[src/rtl/jace_pkg.sv]
// rtl/jace_pkg.sv - shared tape player state encoding and default tape timing constants
package jace_pkg;

  typedef logic [23:0] half_t;

  localparam int unsigned TAPE_LEADER_HALF   = 15578;
  localparam int unsigned TAPE_LEADER_CYCLES = 4096;
  localparam int unsigned TAPE_SYNC_HALF     = 4000;
  localparam int unsigned TAPE_ZERO_HALF     = 6000;
  localparam int unsigned TAPE_ONE_HALF      = 12000;
  localparam int unsigned TAPE_GAP_CYCLES    = 2500000;

  typedef enum logic [3:0] {
    ST_IDLE,
    ST_LEADER,
    ST_SYNC_HI,
    ST_SYNC_LO,
    ST_FETCH,
    ST_BIT_HI,
    ST_BIT_LO,
    ST_END_HI,
    ST_GAP
  } tape_state_t;

  // Counters run from N-1 down to 0 so a level lasts exactly N cycles.
  function automatic half_t tape_half_m1(input int unsigned n);
    return half_t'(n - 1);
  endfunction

endpackage

[src/rtl/jace_tape_halfcnt.sv]
// rtl/jace_tape_halfcnt.sv - loadable half-period down-counter with zero flag
module jace_tape_halfcnt
  import jace_pkg::*;
(
  input  logic  clk,
  input  logic  reset,
  input  logic  load,
  input  half_t load_val,
  output logic  zero
);

  half_t cnt_q, cnt_d;

  always_comb begin
    cnt_d = cnt_q;
    if (load) begin
      cnt_d = load_val;
    end else if (cnt_q != '0) begin
      cnt_d = cnt_q - half_t'(1);
    end
  end

  always_ff @(posedge clk or posedge reset) begin
    if (reset) begin
      cnt_q <= '0;
    end else begin
      cnt_q <= cnt_d;
    end
  end

  assign zero = (cnt_q == '0);

endmodule

[src/rtl/jace_tape_player.sv]
// rtl/jace_tape_player.sv - Jupiter Ace cassette waveform generator fed by a byte stream
// Optional JACE_TAPE_CHECKSUM_EN appends the XOR of the block's bytes as a trailing byte.
module jace_tape_player
  import jace_pkg::*;
#(
  parameter int unsigned LEADER_HALF   = TAPE_LEADER_HALF,
  parameter int unsigned LEADER_CYCLES = TAPE_LEADER_CYCLES,
  parameter int unsigned SYNC_HALF     = TAPE_SYNC_HALF,
  parameter int unsigned ZERO_HALF     = TAPE_ZERO_HALF,
  parameter int unsigned ONE_HALF      = TAPE_ONE_HALF,
  parameter int unsigned GAP_CYCLES    = TAPE_GAP_CYCLES
) (
  input  logic       clk,
  input  logic       reset,
  input  logic       start,
  input  logic [7:0] byte_data,
  input  logic       byte_last,
  input  logic       byte_valid,
  output logic       byte_ready,
  output logic       ear,
  output logic       busy,
  output logic       done,
  output logic       underrun
);

  localparam half_t LEAD_M1 = tape_half_m1(LEADER_HALF);
  localparam half_t SYNC_M1 = tape_half_m1(SYNC_HALF);
  localparam half_t ZERO_M1 = tape_half_m1(ZERO_HALF);
  localparam half_t ONE_M1  = tape_half_m1(ONE_HALF);
  localparam half_t GAP_M1  = tape_half_m1(GAP_CYCLES);

  tape_state_t state_q, state_d;
  logic        lead_hi_q, lead_hi_d;
  logic [15:0] cyc_q, cyc_d;
  logic [7:0]  shift_q, shift_d;
  logic        last_q, last_d;
  logic [2:0]  bit_idx_q, bit_idx_d;
  logic        first_q, first_d;
  logic        underrun_q, underrun_d;
`ifdef JACE_TAPE_CHECKSUM_EN
  logic [7:0]  xor_q, xor_d;
  logic        cks_q, cks_d;
`endif

  logic  cnt_load;
  half_t cnt_val;
  logic  cnt_zero;

  jace_tape_halfcnt u_halfcnt (
    .clk      (clk),
    .reset    (reset),
    .load     (cnt_load),
    .load_val (cnt_val),
    .zero     (cnt_zero)
  );

  always_ff @(posedge clk or posedge reset) begin
    if (reset) begin
      state_q    <= ST_IDLE;
      lead_hi_q  <= 1'b0;
      cyc_q      <= '0;
      shift_q    <= '0;
      last_q     <= 1'b0;
      bit_idx_q  <= '0;
      first_q    <= 1'b0;
      underrun_q <= 1'b0;
`ifdef JACE_TAPE_CHECKSUM_EN
      xor_q      <= '0;
      cks_q      <= 1'b0;
`endif
    end else begin
      state_q    <= state_d;
      lead_hi_q  <= lead_hi_d;
      cyc_q      <= cyc_d;
      shift_q    <= shift_d;
      last_q     <= last_d;
      bit_idx_q  <= bit_idx_d;
      first_q    <= first_d;
      underrun_q <= underrun_d;
`ifdef JACE_TAPE_CHECKSUM_EN
      xor_q      <= xor_d;
      cks_q      <= cks_d;
`endif
    end
  end

  always_comb begin
    state_d    = state_q;
    lead_hi_d  = lead_hi_q;
    cyc_d      = cyc_q;
    shift_d    = shift_q;
    last_d     = last_q;
    bit_idx_d  = bit_idx_q;
    first_d    = 1'b0;
    underrun_d = underrun_q;
    cnt_load   = 1'b0;
    cnt_val    = '0;
`ifdef JACE_TAPE_CHECKSUM_EN
    xor_d      = xor_q;
    cks_d      = cks_q;
`endif

    unique case (state_q)
      ST_IDLE: begin
        if (start) begin
          state_d    = ST_LEADER;
          lead_hi_d  = 1'b1;
          cyc_d      = 16'(LEADER_CYCLES);
          underrun_d = 1'b0;
          cnt_load   = 1'b1;
          cnt_val    = LEAD_M1;
`ifdef JACE_TAPE_CHECKSUM_EN
          xor_d      = '0;
          cks_d      = 1'b0;
`endif
        end
      end

      // One leader cycle is counted off on each high-to-low transition.
      ST_LEADER: begin
        if (cnt_zero) begin
          cnt_load = 1'b1;
          cnt_val  = LEAD_M1;
          if (lead_hi_q) begin
            lead_hi_d = 1'b0;
            cyc_d     = cyc_q - 16'd1;
          end else if (cyc_q == '0) begin
            state_d = ST_SYNC_HI;
            cnt_val = SYNC_M1;
          end else begin
            lead_hi_d = 1'b1;
          end
        end
      end

      ST_SYNC_HI: begin
        if (cnt_zero) begin
          state_d  = ST_SYNC_LO;
          cnt_load = 1'b1;
          cnt_val  = SYNC_M1;
        end
      end

      ST_SYNC_LO: begin
        if (cnt_zero) begin
          state_d = ST_FETCH;
          first_d = 1'b1;
        end
      end

      ST_FETCH: begin
        if (byte_valid) begin
          state_d   = ST_BIT_HI;
          shift_d   = byte_data;
          last_d    = byte_last;
          bit_idx_d = 3'd7;
          cnt_load  = 1'b1;
          cnt_val   = byte_data[7] ? ONE_M1 : ZERO_M1;
`ifdef JACE_TAPE_CHECKSUM_EN
          xor_d     = xor_q ^ byte_data;
`endif
        end else if (first_q) begin
          underrun_d = 1'b1;
        end
      end

      ST_BIT_HI: begin
        if (cnt_zero) begin
          state_d  = ST_BIT_LO;
          cnt_load = 1'b1;
          cnt_val  = shift_q[bit_idx_q] ? ONE_M1 : ZERO_M1;
        end
      end

      ST_BIT_LO: begin
        if (cnt_zero) begin
          if (bit_idx_q != 3'd0) begin
            state_d   = ST_BIT_HI;
            bit_idx_d = bit_idx_q - 3'd1;
            cnt_load  = 1'b1;
            cnt_val   = shift_q[bit_idx_q - 3'd1] ? ONE_M1 : ZERO_M1;
          end else if (!last_q) begin
            state_d = ST_FETCH;
            first_d = 1'b1;
`ifdef JACE_TAPE_CHECKSUM_EN
          end else if (!cks_q) begin
            state_d   = ST_BIT_HI;
            shift_d   = xor_q;
            cks_d     = 1'b1;
            bit_idx_d = 3'd7;
            cnt_load  = 1'b1;
            cnt_val   = xor_q[7] ? ONE_M1 : ZERO_M1;
`endif
          end else begin
            state_d  = ST_END_HI;
            cnt_load = 1'b1;
            cnt_val  = ZERO_M1;
          end
        end
      end

      ST_END_HI: begin
        if (cnt_zero) begin
          state_d  = ST_GAP;
          cnt_load = 1'b1;
          cnt_val  = GAP_M1;
        end
      end

      ST_GAP: begin
        if (cnt_zero) begin
          state_d = ST_IDLE;
        end
      end

      default: begin
        state_d = ST_IDLE;
      end
    endcase
  end

  always_comb begin
    ear        = 1'b0;
    byte_ready = 1'b0;
    busy       = (state_q != ST_IDLE);
    done       = 1'b0;
    unique case (state_q)
      ST_LEADER:                       ear = lead_hi_q;
      ST_SYNC_HI, ST_BIT_HI, ST_END_HI: ear = 1'b1;
      ST_FETCH:                        byte_ready = 1'b1;
      ST_GAP:                          done = cnt_zero;
      default:                         ;
    endcase
  end

  assign underrun = underrun_q;

endmodule

[config.mk]
export PLATFORM = sky130hd
export DESIGN_NAME = jace_tape_player
export DESIGN_NICKNAME = d
export VERILOG_FILES = /design/src/rtl/jace_pkg.sv /design/src/rtl/jace_tape_halfcnt.sv /design/src/rtl/jace_tape_player.sv
export SDC_FILE = /design/constraint.sdc
export NUM_CORES = 1
export LEC_CHECK = 0
export CAP_MARGIN = 20
export CORE_ASPECT_RATIO = 1.1
export CORE_MARGIN = 1.5
export CORE_UTILIZATION = 45
export DETAILED_ROUTE_END_ITERATION = 6
export MAX_ROUTING_LAYER = met4
export PLACE_DENSITY = 0.66
export SLEW_MARGIN = 10
export SYNTH_ARGS = -nofsm -noshare
export SYNTH_HDL_FRONTEND = slang
export SYNTH_HIERARCHICAL = 1
export SYNTH_SLANG_ARGS = --single-unit
[constraint.sdc]
create_clock -name clk -period 4.2 [get_ports clk]
set_clock_uncertainty 0.05 [all_clocks]
set_input_delay 0.63 -clock clk [delete_from_list [all_inputs] [get_ports clk]]
set_output_delay 0.63 -clock clk [all_outputs]
set_load 0.05 [all_outputs]
---- Word-level counts from Yosys, hierarchy flattened ----
Cells that the tools add are included.
storage, ports and cells
  flip-flop bits (word level) ............. 59
  word-level logic and storage cells ...... 121
operators by class
  add/sub/neg operators ................... 3
  $lt $le $gt $ge ......................... 2
  eq/ne operators ......................... 23
  mux-type cells .......................... 66
  reduce and logical (&&, ||, !) cells .... 18
operators with widths
  cell                     number
  $mux W14                 11
  $pmux W22 S7             1
  $mux W16                 3
  $mux W24                 2
  $mux W4                  11
  $pmux W4 S9              1
  $pmux W16 S2             1
  $ne A2 B2 Y1 const B     15
  $logic_not A24 Y1        1
  $reduce_bool A24 Y1      1
  $sub A24 B1 Y24 const B  1
  $mux W22                 1
  $mux W1                  20
  $eq A4 B3 Y1 const B     4
  $logic_not A16 Y1        1
  $sub A16 B1 Y16 const B  1
  $mux W13                 1
  $mux W12                 1
  $reduce_and A4 Y1        3
  $reduce_and A11 Y1       1
  $mux W3                  3
  $eq A4 B2 Y1 const B     2
  $lt A3 B4 Y1 const B     2
  $pmux W1 S2              4
  15 further kinds         20

---- Logic depth before layout (Yosys ltp) ----
Gate-level depths: netlist (run 1).
  depth in word-level cells ............... 8
  depth in mapped cells ................... 15

---- Modules after synthesis ----
Netlist (run 1), hierarchy kept.
by module, submodules not included
  module             times used  cells each  area each (um^2)  sequential area each (um^2)
  jace_tape_player   1           273         2,254.7           875.8
  jace_tape_halfcnt  1           178         1,581.5           600.6

---- Worst setup path before layout (run 1) ----
OpenSTA, ideal clock, no wires.
  kind .................................... register to output
  start ................................... register u_halfcnt.cnt_q[0]
  end ..................................... output port done
  arrival time ............................ 3,316 ps
  data required time ...................... 3,520 ps
  slack ................................... 204 ps
  cell stages (with the launch flop) ...... 9
  buffers on the path ..................... 1
  cell sequence ........................... dfrtp_1 inv_1 ha_1 nor4b_1 nand4_1 nor2_1 clkbuf_1 nand2_1 nor4b_1
between the ends
  word-level cells in the longest chain between the ends .. 2
RTL lines
  what                    line                     text
  start, declared         jace_tape_halfcnt.sv:12  half_t cnt_q, cnt_d;
  start signal, assigned  jace_tape_halfcnt.sv:27  cnt_q <= cnt_d;
  $logic_not A24 Y1       jace_tape_halfcnt.sv:31  assign zero = (cnt_q == '0);
  net cnt_zero            jace_tape_player.sv:47   logic cnt_zero;
  $mux W1                 jace_tape_player.sv:227  unique case (state_q)
  end, declared           jace_tape_player.sv:22   output logic done,
The timed path passes the listed nets, and every way through them passes these cells.

---- Worst setup path after layout (run 1) ----
Ends and elaborated chain as after synthesis.

==> flow_metrics.env, run 1 <==
export IMPL_wl_per_cell_um=15.1
export IMPL_dr_wl_met3_um=365
export IMPL_top_layer_used="met4"
export IMPL_worstPathMaxFanout=5
export IMPL_cpMostUsedCell="nor4b_1"
export IMPL_ys_seq_area_share_pct=38.5
export IMPL_clock_path_buffers=2
export IMPL_crit_slowest_cell="clkdlybuf4s50_1"
export IMPL_synth_area_per_cell_um2=8.51
export IMPL_pwr_share_comb_pct=34.0
export IMPL_tritoncts="built"
export IMPL_dr_wl_met2_um=4130
export IMPL_arrival_ns=3.09
export IMPL_finalCritPeriodShare_pct=89.7
export IMPL_synthArstFlopShare_pct=100
export IMPL_vias=3348
export IMPL_final_antenna_net_count=0
export IMPL_fillers=792
export IMPL_cts_setup_buffers=0
export IMPL_rows=35
export IMPL_power_leakage_nw=1.75
export IMPL_p_int_mw=1.32
export IMPL_hold_path_class="reg -> reg"
export IMPL_maxSlewViolCount=0
export IMPL_ys_types=68
export IMPL_grt_ovfl_total=0
export IMPL_fin_tns_setup_ns=0
export IMPL_hpwlAfterDp_um=6210
export IMPL_fin_crit_ns=3.77
export IMPL_numPortBuffers=17
export IMPL_setup_ws_ns=0.433
export IMPL_end_kind="output port"
export IMPL_wl_um=8760
export IMPL_worstSetupPathType="reg -> out"
export IMPL_cts_buffers=9
export IMPL_cap_violations=0
export IMPL_worstSetupStartpointType="flop"
export IMPL_wl_met1_um=4050
export IMPL_drive_gt1_share_pct=9.79
export IMPL_ir_drop_mv=0.325
export IMPL_core_mm2=0.00832
export IMPL_rsz0062_at_grt="false"
export IMPL_synth_edff_count=0
export IMPL_grt_pass1_vias=3270
export IMPL_final_common_cell="dfrtp_1"
export IMPL_numClockSinks=59
export IMPL_firstDrtPassIters=4
export IMPL_clkLatencyLatePin_ns=0.34
export IMPL_p_sw_share_pct=40.4
export IMPL_hold_viol=0
export IMPL_die_h_um=99.8
export IMPL_yosysWarnings=6
export IMPL_power_frac_seq_pct=44.5
export IMPL_synthFlopType="dfrtp_1"
export IMPL_cts_max_level=3
export IMPL_p_sw_uw=896
export IMPL_synth_seq_cells=59
export IMPL_place_congestion=0.877
export IMPL_clkTransAtPathRegs_ns=0.07
export IMPL_synth_cells=451
export IMPL_layout_common_cells="dfrtp_1, nand2_1, nor2_1"
export IMPL_drc=0
export IMPL_cts_resized_gates=0
export IMPL_cts_hold_buf=0
export IMPL_synthesis_area_mm2=0.00384
export IMPL_fp_dieW_um=91.0
export IMPL_post_place_cells=565
export IMPL_grt_pass1_wl_um=15200
export IMPL_cp_slowest_stage_delay_ns=0.85
export IMPL_start_util_pct=46.1
export IMPL_layout_nets=483
export IMPL_cp_required_ns=3.52
export IMPL_vias_per_cell=5.76
export IMPL_worst_hold_slack_ns=0.455
export IMPL_top_level_ports=18
export IMPL_status="completed"
export IMPL_syn_to_final_growth_pct=11.8
export IMPL_antenna_found_initial=0
export IMPL_relSlewSlack_pct=38.1
export IMPL_antenna_cells=0
export IMPL_track_usage_pct=21.4
export IMPL_layout_cells_non_filler=581
export IMPL_p_per_area_mw_per_mm2=517
export IMPL_cts_root_buffer="clkbuf_8"
export IMPL_setup_violations=0
export IMPL_grt_max_degree=41
export IMPL_drt_iter0_drc=189
export IMPL_p_clk_share_pct=21.5
export IMPL_crit_chain="inv_1 -> ha_1 -> nor4b_1 -> nand4_1 -> nor2_1 -> nand2_1 -> nor4b_1 -> clkdlybuf4s50_1"
export IMPL_dp_slack_ns=0.665
export IMPL_die_area_mm2=0.00909
export IMPL_worst_pin_slew_ns=0.927
export IMPL_max_freq_mhz=265
==> kinds of logic after synthesis <==
logic type | count (synthesis) | share of synthesized area [%]
buf+inv | 43 | 4.24
other cells | 1 | 0.0978
compound gates | 92 | 17.0
fa+ha+maj | 5 | 1.63
flops | 59 | 38.5
mux | 8 | 2.80
simple gates | 222 | 31.0
xor+xnor | 21 | 4.79
==> worst max-delay path, delay by kind of cell, from the launching register on <==
family	cells	cell delay, ns
DFF	1	0.43
buffers and inverters	2	0.97
adders and majority gates	1	0.14
and+or+nand+nor	5	1.20
==> stage by stage <==
step	util, %	power (mW)	area, um^2
global placement	49.4	1.72	4110
CTS	51.6	2.23	4290
detailed placement	49.4	1.74	4110
finish	51.6	2.22	4290
global route	51.6	2.38	4290
floorplan	-	1.54	3860
==> layout make-up <==
cell class / count / area, um^2 / share of cell area, %
Tap cell: 111 / 139 / 3.24
Inverter: 19 / 71.3 / 1.66
Timing Repair Buffer: 21 / 200 / 4.67
Clock buffer: 12 / 155 / 3.62
Clock inverter: 4 / 25.0 / 0.583
Multi-Input combinational cell: 355 / 2220 / 51.8
Sequential cell: 59 / 1480 / 34.4
==> sequential cells by signal (all words and copies together) (netlist names) <==
name,flops
bit_idx_q,3
cyc_q,16
first_q,1
last_q,1
lead_hi_q,1
shift_q,8
state_q,4
u_halfcnt/cnt_q,24
underrun,1
==> final timing paths <==
kind | from | endpoint | slack [ns] | cells after the start
setup reg to reg | u_halfcnt/cnt_q[0] | u_halfcnt/cnt_q[13] | 0.62 | 15
max in group asynchronous | reset | u_halfcnt/cnt_q[5] | 2.74 | 2
hold / removal | shift_q[6] | shift_q[6] | 0.45 | 2
hold reg to reg | shift_q[6] | shift_q[6] | 0.45 | 2
min in group asynchronous | reset | state_q[2] | 0.67 | 3
setup / recovery | u_halfcnt/cnt_q[0] | done | 0.43 | 8
==> layer usage <==
layer | track usage [%] | vias up
met5 | - | -
met4 | 9.38 | 0
met3 | 4.32 | 20
met2 | 33.3 | 83
met1 | 27.1 | 1590
li1 | - | 1655
==> synth_stat cells (7+ instances only) <==
master | n | area (um^2)
a31oi_1 | 7 | 43.8
xnor2_1 | 9 | 78.8
nor4_1 | 9 | 56.3
clkbuf_1 | 22 | 82.6
a211oi_1 | 7 | 52.6
dfrtp_1 | 59 | 1480
xor2_1 | 12 | 105
nor3_1 | 15 | 75.1
or3_1 | 7 | 43.8
inv_1 | 19 | 71.3
nand2b_1 | 7 | 43.8
o21ai_0 | 20 | 100
nand3_1 | 21 | 105
nor2_1 | 53 | 199
nand2_1 | 57 | 214
a21oi_1 | 17 | 85.1
==> power groups by stage <==
stage          Sequential (mW)  Combinational, mW  Clock (mW)
2_1_floorplan            0.917              0.628           0
3_3_place_gp             0.980              0.738           0
3_5_place_dp             0.991              0.750           0
4_1_cts                  0.981              0.756       0.494
5_1_grt                   1.02              0.843       0.517
6_report                 0.986              0.753       0.477
Power figures use the tool's default switching activity.
==> run 2: changes to the inputs <==
- CORE_UTILIZATION: 45 -> 40
- PLACE_DENSITY: 0.66 -> 0.61
==> flow_metrics.env, run 2 (synthesized netlist as in run 1, its figures left out) <==
export IMPL_grt_pass1_wl_um=15600
export IMPL_power_frac_seq_pct=44.2
export IMPL_cp_required_ns=4.36
export IMPL_cts_root_buffer="clkbuf_8"
export IMPL_firstDrtPassIters=4
export IMPL_numClockSinks=59
export IMPL_wl_um=9020
export IMPL_tritoncts="built"
export IMPL_crit_slowest_cell="inv_1"
export IMPL_clkTransAtPathRegs_ns=0.07
export IMPL_layout_cells_non_filler=591
export IMPL_grt_use_met2_pct=31.1
export IMPL_maxSlewViolCount=0
export IMPL_grt_pass1_vias=3184
export IMPL_rsz0062_at_grt="false"
export IMPL_cts_max_level=3
export IMPL_start_util_pct=41.0
export IMPL_arrival_ns=3.88
export IMPL_post_place_cells=574
export IMPL_worstSetupPathType="reg -> reg"
export IMPL_largest_register="u_halfcnt/cnt_q"
export IMPL_drc=0
export IMPL_crit_chain="inv_1 -> ha_1 -> nor4b_1 -> nand4_1 -> nor2_1 -> and2_1 -> nand3_1 -> o21ai_0 -> o21bai_2 -> inv_1 -> and3_2 -> a21oi_1 -> o41ai_1"
export IMPL_worstPathMaxFanout=18
export IMPL_antenna_found_initial=0
export IMPL_p_sw_uw=903
export IMPL_max_freq_mhz=269
export IMPL_p_int_mw=1.32
export IMPL_cp_slowest_stage_delay_ns=0.47
export IMPL_die_area_mm2=0.0102
export IMPL_cpMostUsedCell="inv_1"
export IMPL_hold_viol=0
export IMPL_clkLatencyLatePin_ns=0.35
export IMPL_end_kind="flop"
export IMPL_relSlewSlack_pct=49.7
export IMPL_cts_hold_buf=0
export IMPL_track_usage_pct=20.3
export IMPL_die_h_um=106
export IMPL_place_congestion=0.870
export IMPL_hpwlAfterDp_um=6310
export IMPL_p_sw_share_pct=40.5
export IMPL_vias=3331
export IMPL_power_leakage_nw=1.78
export IMPL_cts_setup_buffers=0
export IMPL_ir_drop_mv=0.262
export IMPL_cts_resized_gates=0
export IMPL_final_common_cell="dfrtp_1"
export IMPL_worst_pin_slew_ns=0.755
export IMPL_grtUsageMet1_pct=26.7
export IMPL_pwr_share_comb_pct=34.4
export IMPL_drt_iter0_drc=145
export IMPL_grt_ovfl_total=0
export IMPL_drive_gt1_share_pct=11.0
export IMPL_setup_ws_ns=0.483
export IMPL_layout_common_cells="dfrtp_1, nand2_1, nor2_1"
export IMPL_status="completed"
export IMPL_wl_per_cell_um=15.3
export IMPL_core_mm2=0.00935
export IMPL_vias_per_cell=5.64
export IMPL_top_level_ports=18
export IMPL_fin_crit_ns=3.72
export IMPL_largest_reg_flops=24
export IMPL_numPortBuffers=17
export IMPL_final_antenna_net_count=0
export IMPL_finalCritPeriodShare_pct=88.5
export IMPL_syn_to_final_growth_pct=12.9
export IMPL_cap_violations=0
export IMPL_fin_tns_setup_ns=0
export IMPL_grt_max_degree=36
export IMPL_p_clk_share_pct=21.4
export IMPL_hold_path_class="reg -> reg"
export IMPL_cts_buffers=9
export IMPL_setup_violations=0
export IMPL_dp_slack_ns=0.487
export IMPL_largestRegisters="u_halfcnt/cnt_q: 24 flops, cyc_q: 16 flops, shift_q: 8 flops"
export IMPL_p_total_mw=2.23
export IMPL_p_per_area_mw_per_mm2=514
export IMPL_fp_dieW_um=96.4
export IMPL_met3_usage_pct=2.89
export IMPL_rows=37
export IMPL_layout_nets=487
export IMPL_worstSetupStartpointType="flop"
export IMPL_clock_path_buffers=2
export IMPL_antenna_cells=0
export IMPL_grt_busiest_layer="met2"
==> run 2: cell count changes in the layout (fill, tap and decap cells not counted), sizes merged <==
| cell | before | now |
|---|---|---|
| buf | 4 | 9 |
| clkbuf | 12 | 11 |
| clkdlybuf4s50 | 17 | 16 |
| clkinv | 2 | 4 |
| clkinvlp | 2 | 1 |
==> run 2: power groups by stage <==
stage	logic [mW]	registers (mW)	clock network (mW)
final	0.766	0.985	0.477
after global placement	0.746	0.983	0
after global routing	0.859	1.02	0.518
after floorplan	0.628	0.917	0
after CTS	0.769	0.981	0.493
after detailed placement	0.763	0.988	0
==> run 2: layout make-up <==
| class | count | area (um^2) |
|---|---|---|
| fill | 943 | 5020 |
| timing repair buffer | 25 | 235 |
| clock inverter | 5 | 27.5 |
| sequential | 59 | 1480 |
| multi-input combinational | 355 | 2220 |
| clock buffer | 11 | 151 |
| tap | 117 | 146 |
| inverter | 19 | 71.3 |
==> run 2: through the flow <==
step	utilization (%)	hold slack (ns)	cell area, um^2
2_1_floorplan	-	0.407	3860
3_3_place_gp	44.2	0.433	4140
3_5_place_dp	44.2	0.445	4140
4_1_cts	46.2	0.464	4320
5_1_grt	46.3	0.487	4330
6_report	46.3	0.454	4330
==> run 2: worst max-delay path: cells and delay by family (launching register included) <==
family | cells | cell delay, ns
buffers and inverters | 2 | 0.59
adders and majority gates | 1 | 0.16
DFF | 1 | 0.43
and+or+nand+nor | 6 | 1.54
AOI/OAI and AO/OA | 4 | 0.82
==> run 2: layer usage <==
metal  vias up  wire length, um
met5         -                0
li1       1656                -
met3        10              367
met1      1592             4270
met4         0              127
met2        73             4260
==> run 2: worst paths after layout <==
| kind | startpoint | endpoint | slack (ns) | cells past startpoint |
|---|---|---|---|---|
| max | u_halfcnt/cnt_q[0] | u_halfcnt/cnt_q[4] | 0.48 | 13 |
| min | shift_q[1] | shift_q[1] | 0.45 | 2 |
| max reg2reg | u_halfcnt/cnt_q[0] | u_halfcnt/cnt_q[4] | 0.48 | 13 |
| min reg2reg | shift_q[1] | shift_q[1] | 0.45 | 2 |
| max in group asynchronous | reset | u_halfcnt/cnt_q[3] | 3.01 | 3 |
| min in group asynchronous | reset | u_halfcnt/cnt_q[19] | 0.61 | 2 |
==> run 3: changes to the inputs <==
- CAP_MARGIN: 20 -> 5
- CORE_ASPECT_RATIO: 1.1 -> 0.7
==> flow_metrics.env, run 3 (synthesized netlist as in run 1, its figures left out) <==
export IMPL_status="completed"
export IMPL_antenna_found_initial=0
export IMPL_drc=0
export IMPL_top_level_ports=18
export IMPL_cts_buffers=9
export IMPL_syn_to_final_growth_pct=14.9
export IMPL_fin_crit_ns=3.79
export IMPL_wl_um=9210
export IMPL_hpwlAfterDp_um=6500
export IMPL_hold_viol=0
export IMPL_place_congestion=0.875
export IMPL_worst_pin_slew_ns=0.993
export IMPL_antenna_cells=0
export IMPL_firstDrtPassIters=5
export IMPL_worstSetupPathType="reg -> out"
export IMPL_cts_resized_gates=0
export IMPL_end_kind="output port"
export IMPL_final_common_cell="dfrtp_1"
export IMPL_worstSetupStartpointType="flop"
export IMPL_maxSlewViolCount=0
export IMPL_die_area_mm2=0.0102
export IMPL_cts_root_buffer="clkbuf_16"
export IMPL_power_leakage_nw=1.80
export IMPL_layout_common_cells="dfrtp_1, nand2_1, nor2_1"
export IMPL_grt_pass1_vias=3094
export IMPL_cts_hold_buf=0
export IMPL_cap_violations=0
export IMPL_wl_per_cell_um=15.5
export IMPL_p_sw_uw=923
export IMPL_grt_max_degree=41
export IMPL_p_per_area_mw_per_mm2=554
export IMPL_core_mm2=0.00918
export IMPL_hold_path_class="reg -> reg"
export IMPL_rows=29
export IMPL_worstPathMaxFanout=5
export IMPL_dp_slack_ns=0.691
export IMPL_vias=3337
export IMPL_r2r_start="u_halfcnt/cnt_q[0]"
export IMPL_final_antenna_net_count=0
export IMPL_cts_setup_buffers=0
export IMPL_worstHoldStart="shift_q[7]"
export IMPL_r2r_end="u_halfcnt/cnt_q[13]"
export IMPL_largest_register="u_halfcnt/cnt_q"
export IMPL_setup_ws_ns=0.408
export IMPL_fp_dieW_um=120
export IMPL_max_freq_mhz=264
export IMPL_rr_worst_depth=15
export IMPL_cp_required_ns=3.52
export IMPL_min_path_cells=2
export IMPL_finalCritPeriodShare_pct=90.3
export IMPL_clkLatencyLatePin_ns=0.33
export IMPL_grt_pass1_wl_um=15600
export IMPL_pwr_share_comb_pct=31.2
export IMPL_ir_drop_mv=0.265
export IMPL_die_h_um=84.9
export IMPL_clkTransAtPathRegs_ns=0.05
export IMPL_grt_ovfl_total=0
export IMPL_relSlewSlack_pct=33.7
export IMPL_layout_nets=483
export IMPL_p_clk_share_pct=28.3
export IMPL_numClockSinks=59
export IMPL_vias_per_cell=5.63
export IMPL_hold_end="shift_q[7]"
export IMPL_largest_reg_flops=24
export IMPL_setup_violations=0
export IMPL_numPortBuffers=17
export IMPL_power_frac_seq_pct=40.5
export IMPL_drive_gt1_share_pct=9.59
export IMPL_drt_iter0_drc=217
export IMPL_fin_tns_setup_ns=0
export IMPL_tritoncts="built"
export IMPL_start_util_pct=41.8
export IMPL_worst_r2r_setup_slack_ns=0.60
export IMPL_p_int_mw=1.52
export IMPL_p_sw_share_pct=37.8
export IMPL_rsz0062_at_grt="false"
export IMPL_track_usage_pct=20.0
export IMPL_arrival_ns=3.11
export IMPL_cts_max_level=3
export IMPL_largestRegisters="u_halfcnt/cnt_q: 24 flops, cyc_q: 16 flops, shift_q: 8 flops"
export IMPL_clock_path_buffers=2
run 3: cell types whose count changed in the layout (fill, tap and decap cells not counted), sizes merged:
cell	before	now
buf	9	4
clkdlybuf4s50	16	17
clkinv	4	2
clkbuf	11	13
clkinvlp	1	0
run 3: worst max-delay path by stage:
stage,start,endpoint,depth (start not counted)
2_1_floorplan,u_halfcnt/cnt_q[0],done,8
3_3_place_gp,u_halfcnt/cnt_q[0],u_halfcnt/cnt_q[13],15
3_5_place_dp,u_halfcnt/cnt_q[0],u_halfcnt/cnt_q[13],15
4_1_cts,u_halfcnt/cnt_q[0],done,8
5_1_grt,u_halfcnt/cnt_q[0],done,8
6_report,u_halfcnt/cnt_q[0],done,8
run 3: routing by layer:
metal / global-route usage (%) / vias up / share of wire, %
met1: 29.5 / 1623 / 53
met3: 4.64 / 8 / 3.9
met2: 27.3 / 54 / 42
met5: - / - / 0
li1: - / 1652 / -
met4: 5.52 / 0 / 0.85
run 3: cell type report:
class                           count  area (um^2)
Tap cell                          124          155
Clock buffer                       13          270
Clock inverter                      2         10.0
Timing Repair Buffer               21          200
Sequential cell                    59         1480
Fill cell                         860         4770
Multi-Input combinational cell    355         2220
Inverter                           19         71.3
run 3: critical path, cell delays in order, from the launching register on:
cell,delay (ns)
dfrtp_1,0.41
inv_1,0.12
ha_1,0.15
nor4b_1,0.41
nand4_1,0.16
nor2_1,0.20
nand2_1,0.17
nor4b_1,0.30
clkdlybuf4s50_1,0.86
run 3: power by group through the flow:
stage / Combinational, mW / Clock, mW / Sequential [mW]
after floorplan: 0.628 / 0 / 0.917
after global placement: 0.749 / 0 / 0.985
after detailed placement: 0.757 / 0 / 0.988
after CTS: 0.760 / 0.706 / 0.983
after global routing: 0.854 / 0.728 / 1.02
final: 0.762 / 0.690 / 0.990
run 3: metrics by stage:
stage / total power, mW / util [%] / hold WS (ns) / cell area, um^2 / cells
after detailed placement: 1.74 / 45.0 / 0.445 / 4130 / 578
final: 2.44 / 48.0 / 0.457 / 4410 / 593
after CTS: 2.45 / 48.0 / 0.460 / 4410 / 593
after global placement: 1.73 / 45.0 / 0.434 / 4130 / 578
after global routing: 2.60 / 48.0 / 0.496 / 4410 / 593
after floorplan: 1.54 / - / 0.407 / 3860 / 457
==> RTL edit 1 (settings of run 1) <==
Re-encode `tape_state_t` (9 states) as one-hot, 9 bits wide.
--- a/src/rtl/jace_pkg.sv
+++ b/src/rtl/jace_pkg.sv
@@ -10,16 +10,16 @@
   localparam int unsigned TAPE_ONE_HALF      = 12000;
   localparam int unsigned TAPE_GAP_CYCLES    = 2500000;
 
-  typedef enum logic [3:0] {
-    ST_IDLE,
-    ST_LEADER,
-    ST_SYNC_HI,
-    ST_SYNC_LO,
-    ST_FETCH,
-    ST_BIT_HI,
-    ST_BIT_LO,
-    ST_END_HI,
-    ST_GAP
+  typedef enum logic [8:0] {
+    ST_IDLE    = 9'b000000001,
+    ST_LEADER  = 9'b000000010,
+    ST_SYNC_HI = 9'b000000100,
+    ST_SYNC_LO = 9'b000001000,
+    ST_FETCH   = 9'b000010000,
+    ST_BIT_HI  = 9'b000100000,
+    ST_BIT_LO  = 9'b001000000,
+    ST_END_HI  = 9'b010000000,
+    ST_GAP     = 9'b100000000
   } tape_state_t;
 
   // Counters run from N-1 down to 0 so a level lasts exactly N cycles.
Formal check against the unedited RTL: same outputs for any inputs over 10 cycles, from zero or initial values and one cycle with reset high; not proved beyond that.
==> RTL edit 1 against run 1 <==
Sequential share of layout area about the same. Utilization increased by 1.2 points. Synthesized area increased by 6.7%. Total power increased by 24%. Sequential cell count increased by 5. Setup slack improved by 0.080 ns. Highest routed layer unchanged. First-iteration DRC count increased by 15%. Cell area increased by 8.5%. Routed wire length increased by 16%. Combinational power increased by 50%.
==> RTL edit 1: results (changes against run 1) <==
GRT
  – First-pass GRT wire length: 17.2 mm (+13%)
  – Global routing usage on met1: 31.3% (+4.2 points)
  – Vias in the first global route: 3479 (+6.4%)

Worst setup path
  – Critical-path maximum fanout: 14 (+9)
  – WP buf/inv: 1 (-1)
  – CP peak stage delay: 0.80 ns (-0.05 ns)

Synthesis
  – #FFs+latches synth: 64 (+8.5%)
  – Register area share after synthesis: 39.2% (+0.68 points)
  – Synth unique cells: 70 (+2.9%)
  – Compound-Gate Fraction of Synth Area: 20.6% (+3.6 points)
  – Most common library cells after synthesis: dfrtp_1, nand2_1, o21ai_0, nor2_1, inv_1
  – Share of the synthesized area in the top cell type: 38.5% (about the same)
  – Syn Area/Cell: 8.58 um2 (+0.87%)

Routing
  – DR vias: 3646 (+8.9%)
  – WL per Instance: 16.5 um (+9.3%)
  – Starting DRT DRC Count: 217 (+15%)
  – Routed wl met3: 468 um (+28%)
  – Metal1 wirelength: 4.63 mm (+14%)

Layout
  – Final net count: 515 (+6.6%)
  – Plain + repair buffers: 26 (+24%)
  – Fill cell count: 831 (+4.9%)
  – Signal buf overhead: 5.75% (+1.1 points)
  – Layout clock area frac: 4.73% (+0.53 points)

Pwr
  – Leak Pwr: 1.99 nW (+14%)
  – VDD IR max: 0.000363 V (+12%)
  – Combinational Power Share: 41.2% (+7.2 points)

Placed design
  – Pre-CTS WS: 0.934 ns (+0.270 ns)
  – Placed cell areas: 4410 um2 (+7.2%)
  – Placed insts: 599 (+6.0%)
  – GPL Wtd Cong: 0.884 (+0.74%)

Timing
  – Max_slew headroom: 46.5% (+8.4 points)

Clock network
  – Skew-Pair Late Insertion Delay: 0.36 ns (+0.02 ns)

Run status
  – Status: finished clean

Hold path
  – Min-Delay Endpoint: cyc_q[15]
  – Hold_sp: cyc_q[15]
  – Hold path depth: 1 (-1)
==> RTL edit 1: changes by cell type in the layout (fill, tap and decap cells not counted), moves of 5 or more <==
cell | run 1 | this run
o21ai_0 | 20 | 46
nand3_1 | 21 | 11
nor2_1 | 53 | 43
xor2_1 | 12 | 2
inv_1 | 19 | 27
a31oi_1 | 7 | 12
nand3b_1 | 5 | 0
nor2b_1 | 6 | 1
nor3_1 | 15 | 20
==> RTL edit 1: worst max path at each step <==
stage	start	end	slack, ns
final	state_q[2]	ear	0.51
after global routing	state_q[2]	ear	0.37
after CTS	state_q[2]	ear	0.54
after detailed placement	u_halfcnt/cnt_q[0]	u_halfcnt/cnt_q[13]	0.93
after global placement	state_q[2]	ear	0.98
after floorplan	u_halfcnt/cnt_q[0]	done	0.85
==> RTL edit 1: metrics by stage <==
step,utilization [%],power (W)
after CTS,52.4,0.00274
after global placement,49.9,0.00209
after detailed placement,49.9,0.00212
final,52.7,0.00274
after floorplan,-,0.00184
after global routing,52.7,0.00294
==> RTL edit 2 (settings of run 1) <==
Made on the original files. Build with the macro `JACE_TAPE_CHECKSUM_EN` defined.
--- a/src/rtl/jace_tape_player.sv
+++ b/src/rtl/jace_tape_player.sv
@@ -1,5 +1,7 @@
 // rtl/jace_tape_player.sv - Jupiter Ace cassette waveform generator fed by a byte stream
 // Optional JACE_TAPE_CHECKSUM_EN appends the XOR of the block's bytes as a trailing byte.
+`define JACE_TAPE_CHECKSUM_EN
+
 module jace_tape_player
   import jace_pkg::*;
 #(
Function: no difference found for any inputs over 10 cycles, from zero or initial values and one cycle with reset high; that may be too few to reach the edited logic, so the function may still have changed.
==> RTL edit 2 against run 1 <==
Synthesized cell count increased by 13%. Synthesized area increased by 15%. Register-to-register slack improved by 0.09 ns. Critical path depth unchanged. Final cell count increased by 11%. Die area increased by 15%. Setup slack improved by 0.11 ns. Sequential cell count increased by 9. Routed wire length increased by 15%. Cell area increased by 14%. Critical path type unchanged.
Power is not compared: it rests on default switching activity, and its combinational part moved more than twofold at a synthesized area within 25%.
==> RTL edit 2: results (changes against run 1) <==
Synthesis
  – Top FF cell, synth: dfrtp_1
  – Async set or reset register ratio after synthesis: 100% (unchanged)
  – Most common library cells after synthesis: dfrtp_1, nor2_1, nand2_1, o21ai_0, inv_1
  – Register area share after synthesis: 38.6% (+0.084 points)
  – Yosys warnings: 6 (unchanged)
  – Top cells by area, synth: dfrtp_1, nor2_1, xor2_1
  – Synth unique cells: 72 (+5.9%)

Layout
  – Share of cells above drive strength 1: 9.13% (-0.66 points)
  – Final net count: 539 (+12%)
  – Antenna cells: 0 (unchanged)
  – Top Registers: u_halfcnt/cnt_q x24, cyc_q x16

Clock network
  – Clock Path Buffers: 2 (unchanged)
  – Buffer count from post-CTS setup fixing: 0 (unchanged)
  – CTS buffer count: 9 (unchanged)
  – # resized after CTS: 0 (unchanged)
  – Skew-Pair Late Insertion Delay: approximately 0.35 ns
  – H-Tree Depth: 3 (unchanged)
  – Clock transition at path regs: 0.07 ns (about the same)
  – Clk root buf: clkbuf_8

GRT
  – GR Util All Layers: 21.0% (-0.42 points)
  – Pin count of the biggest net entering global routing: 45 (+9.8%)
  – First-pass GRT wire length: 17.3 mm (+13%)
  – Antenna violations before repair: 0 (unchanged)
  – Vias in the first global route: 3599 (+10%)

Placed design
  – HPWL after DPL: 7.28 mm (+17%)
  – Pre-CTS WS: 0.745 ns (+0.0806 ns)
  – PortBufs: 17 (unchanged)
  – GPL Wtd Cong: 0.857 (-2.2%)

Pwr
  – VDD IR max: between 0.0001 and 0.00015 V
  – Leak Pwr: 2.02 nW

Worst setup path
  – Crit-path slowest cell: clkdlybuf4s50_1
  – CP peak stage delay: 0.80 ns (-0.05 ns)
  – WP data arrival: 2.98 ns (-0.11 ns)
  – Critical-path maximum fanout: 16 (+11)
  – CP delay by family, top: buffers and inverters

Routing
  – DRT Pass-1 Iters: 4 (unchanged)
  – Vias per cell: 5.78 (+0.26%)
  – Starting DRT DRC Count: 152 (-20%)
  – WL per Instance: 15.7 um (+4.1%)

Run status
  – Status: finished clean

Run
  – Max cap viols: 0 (unchanged)

Hold path
  – Worst hold path type: reg -> reg

Timing
  – Measured slew at the worst slew-check pin: 0.943 ns (+0.0153 ns)
## RTL edit 2: changes by cell type after synthesis, sizes merged, moves of 5 or more
cell / before / now
o21ai: 22 / 32
buf: 2 / 7
nand2: 57 / 46
dfrtp: 59 / 68
xor2: 12 / 22
mux2i: 4 / 15
nor2: 53 / 58
## RTL edit 2: worst paths after layout
check | startpoint | end | slack (ns) | cells past startpoint
min | shift_q[7] | shift_q[7] | 0.46 | 1
min reg2reg | shift_q[7] | shift_q[7] | 0.46 | 1
max in group asynchronous | reset | u_halfcnt/cnt_q[3] | 2.72 | 2
min in group asynchronous | reset | bit_idx_q[1] | 0.77 | 2
max | u_halfcnt/cnt_q[0] | done | 0.54 | 8
max reg2reg | u_halfcnt/cnt_q[0] | u_halfcnt/cnt_q[4] | 0.71 | 15
## RTL edit 2: through the flow
step | instance area, um2 | instances | hold WS [ns]
after global routing | 4880 | 643 | 0.499
after detailed placement | 4670 | 626 | 0.441
after CTS | 4880 | 642 | 0.457
final | 4880 | 643 | 0.457
after floorplan | 4430 | 514 | 0.409
after global placement | 4670 | 626 | 0.435
## RTL edit 2: cell families after synthesis
group,after synthesis,share of synthesized area [%]
AO/OA/AOI/OAI,111,17.2
XOR/XNOR,29,5.76
adder cells (fa/ha/maj),5,1.42
buffers and inverters,52,4.88
flip-flops,68,38.6
multiplexers,19,4.68
other,1,0.0850
AND/OR/NAND/NOR,223,27.4
## RTL edit 2: routing by layer
| layer | routed length [um] | part of all wire, % | vias up | GRT usage, % |
|---|---|---|---|---|
| met2 | 4830 | 48 | 62 | 33.2 |
| met5 | 0 | 0 | - | - |
| met3 | 317 | 3.1 | 22 | 2.80 |
| met4 | 250 | 2.5 | 0 | 9.59 |
| li1 | - | - | 1867 | - |
| met1 | 4690 | 46 | 1764 | 27.0 |
## RTL edit 2: layout make-up
class,count,area (um2)
repair buffers,25,228
clock inverters,6,63.8
clock buffers,10,138
flip-flops and latches,68,1700
well taps,117,146
fillers,893,4560
inverters,23,86.3
multi-input cells,394,2520
## RTL edit 2: report_power, final
group,leakage (nW),internal (W),switching [W]
sequential,0.835,0.000663,0.00000890
clock,0.0983,0.000289,0.000262
combinational,1.09,0.0000236,0.0000320
## RTL edit 2: worst register-to-register path, cell delays in order, from the launching register on
cell and delay (ns):
dfrtp_1 0.42, inv_1 0.12, ha_1 0.15, nor4b_1 0.40, nand4_1 0.15, nor2_1 0.17, buf_4 0.23, nand3b_1 0.15
nor2_1 0.22, nor3_1 0.14, nand2_1 0.10, buf_4 0.24, inv_1 0.31, and3_2 0.30, a21oi_1 0.11, o41ai_1 0.09
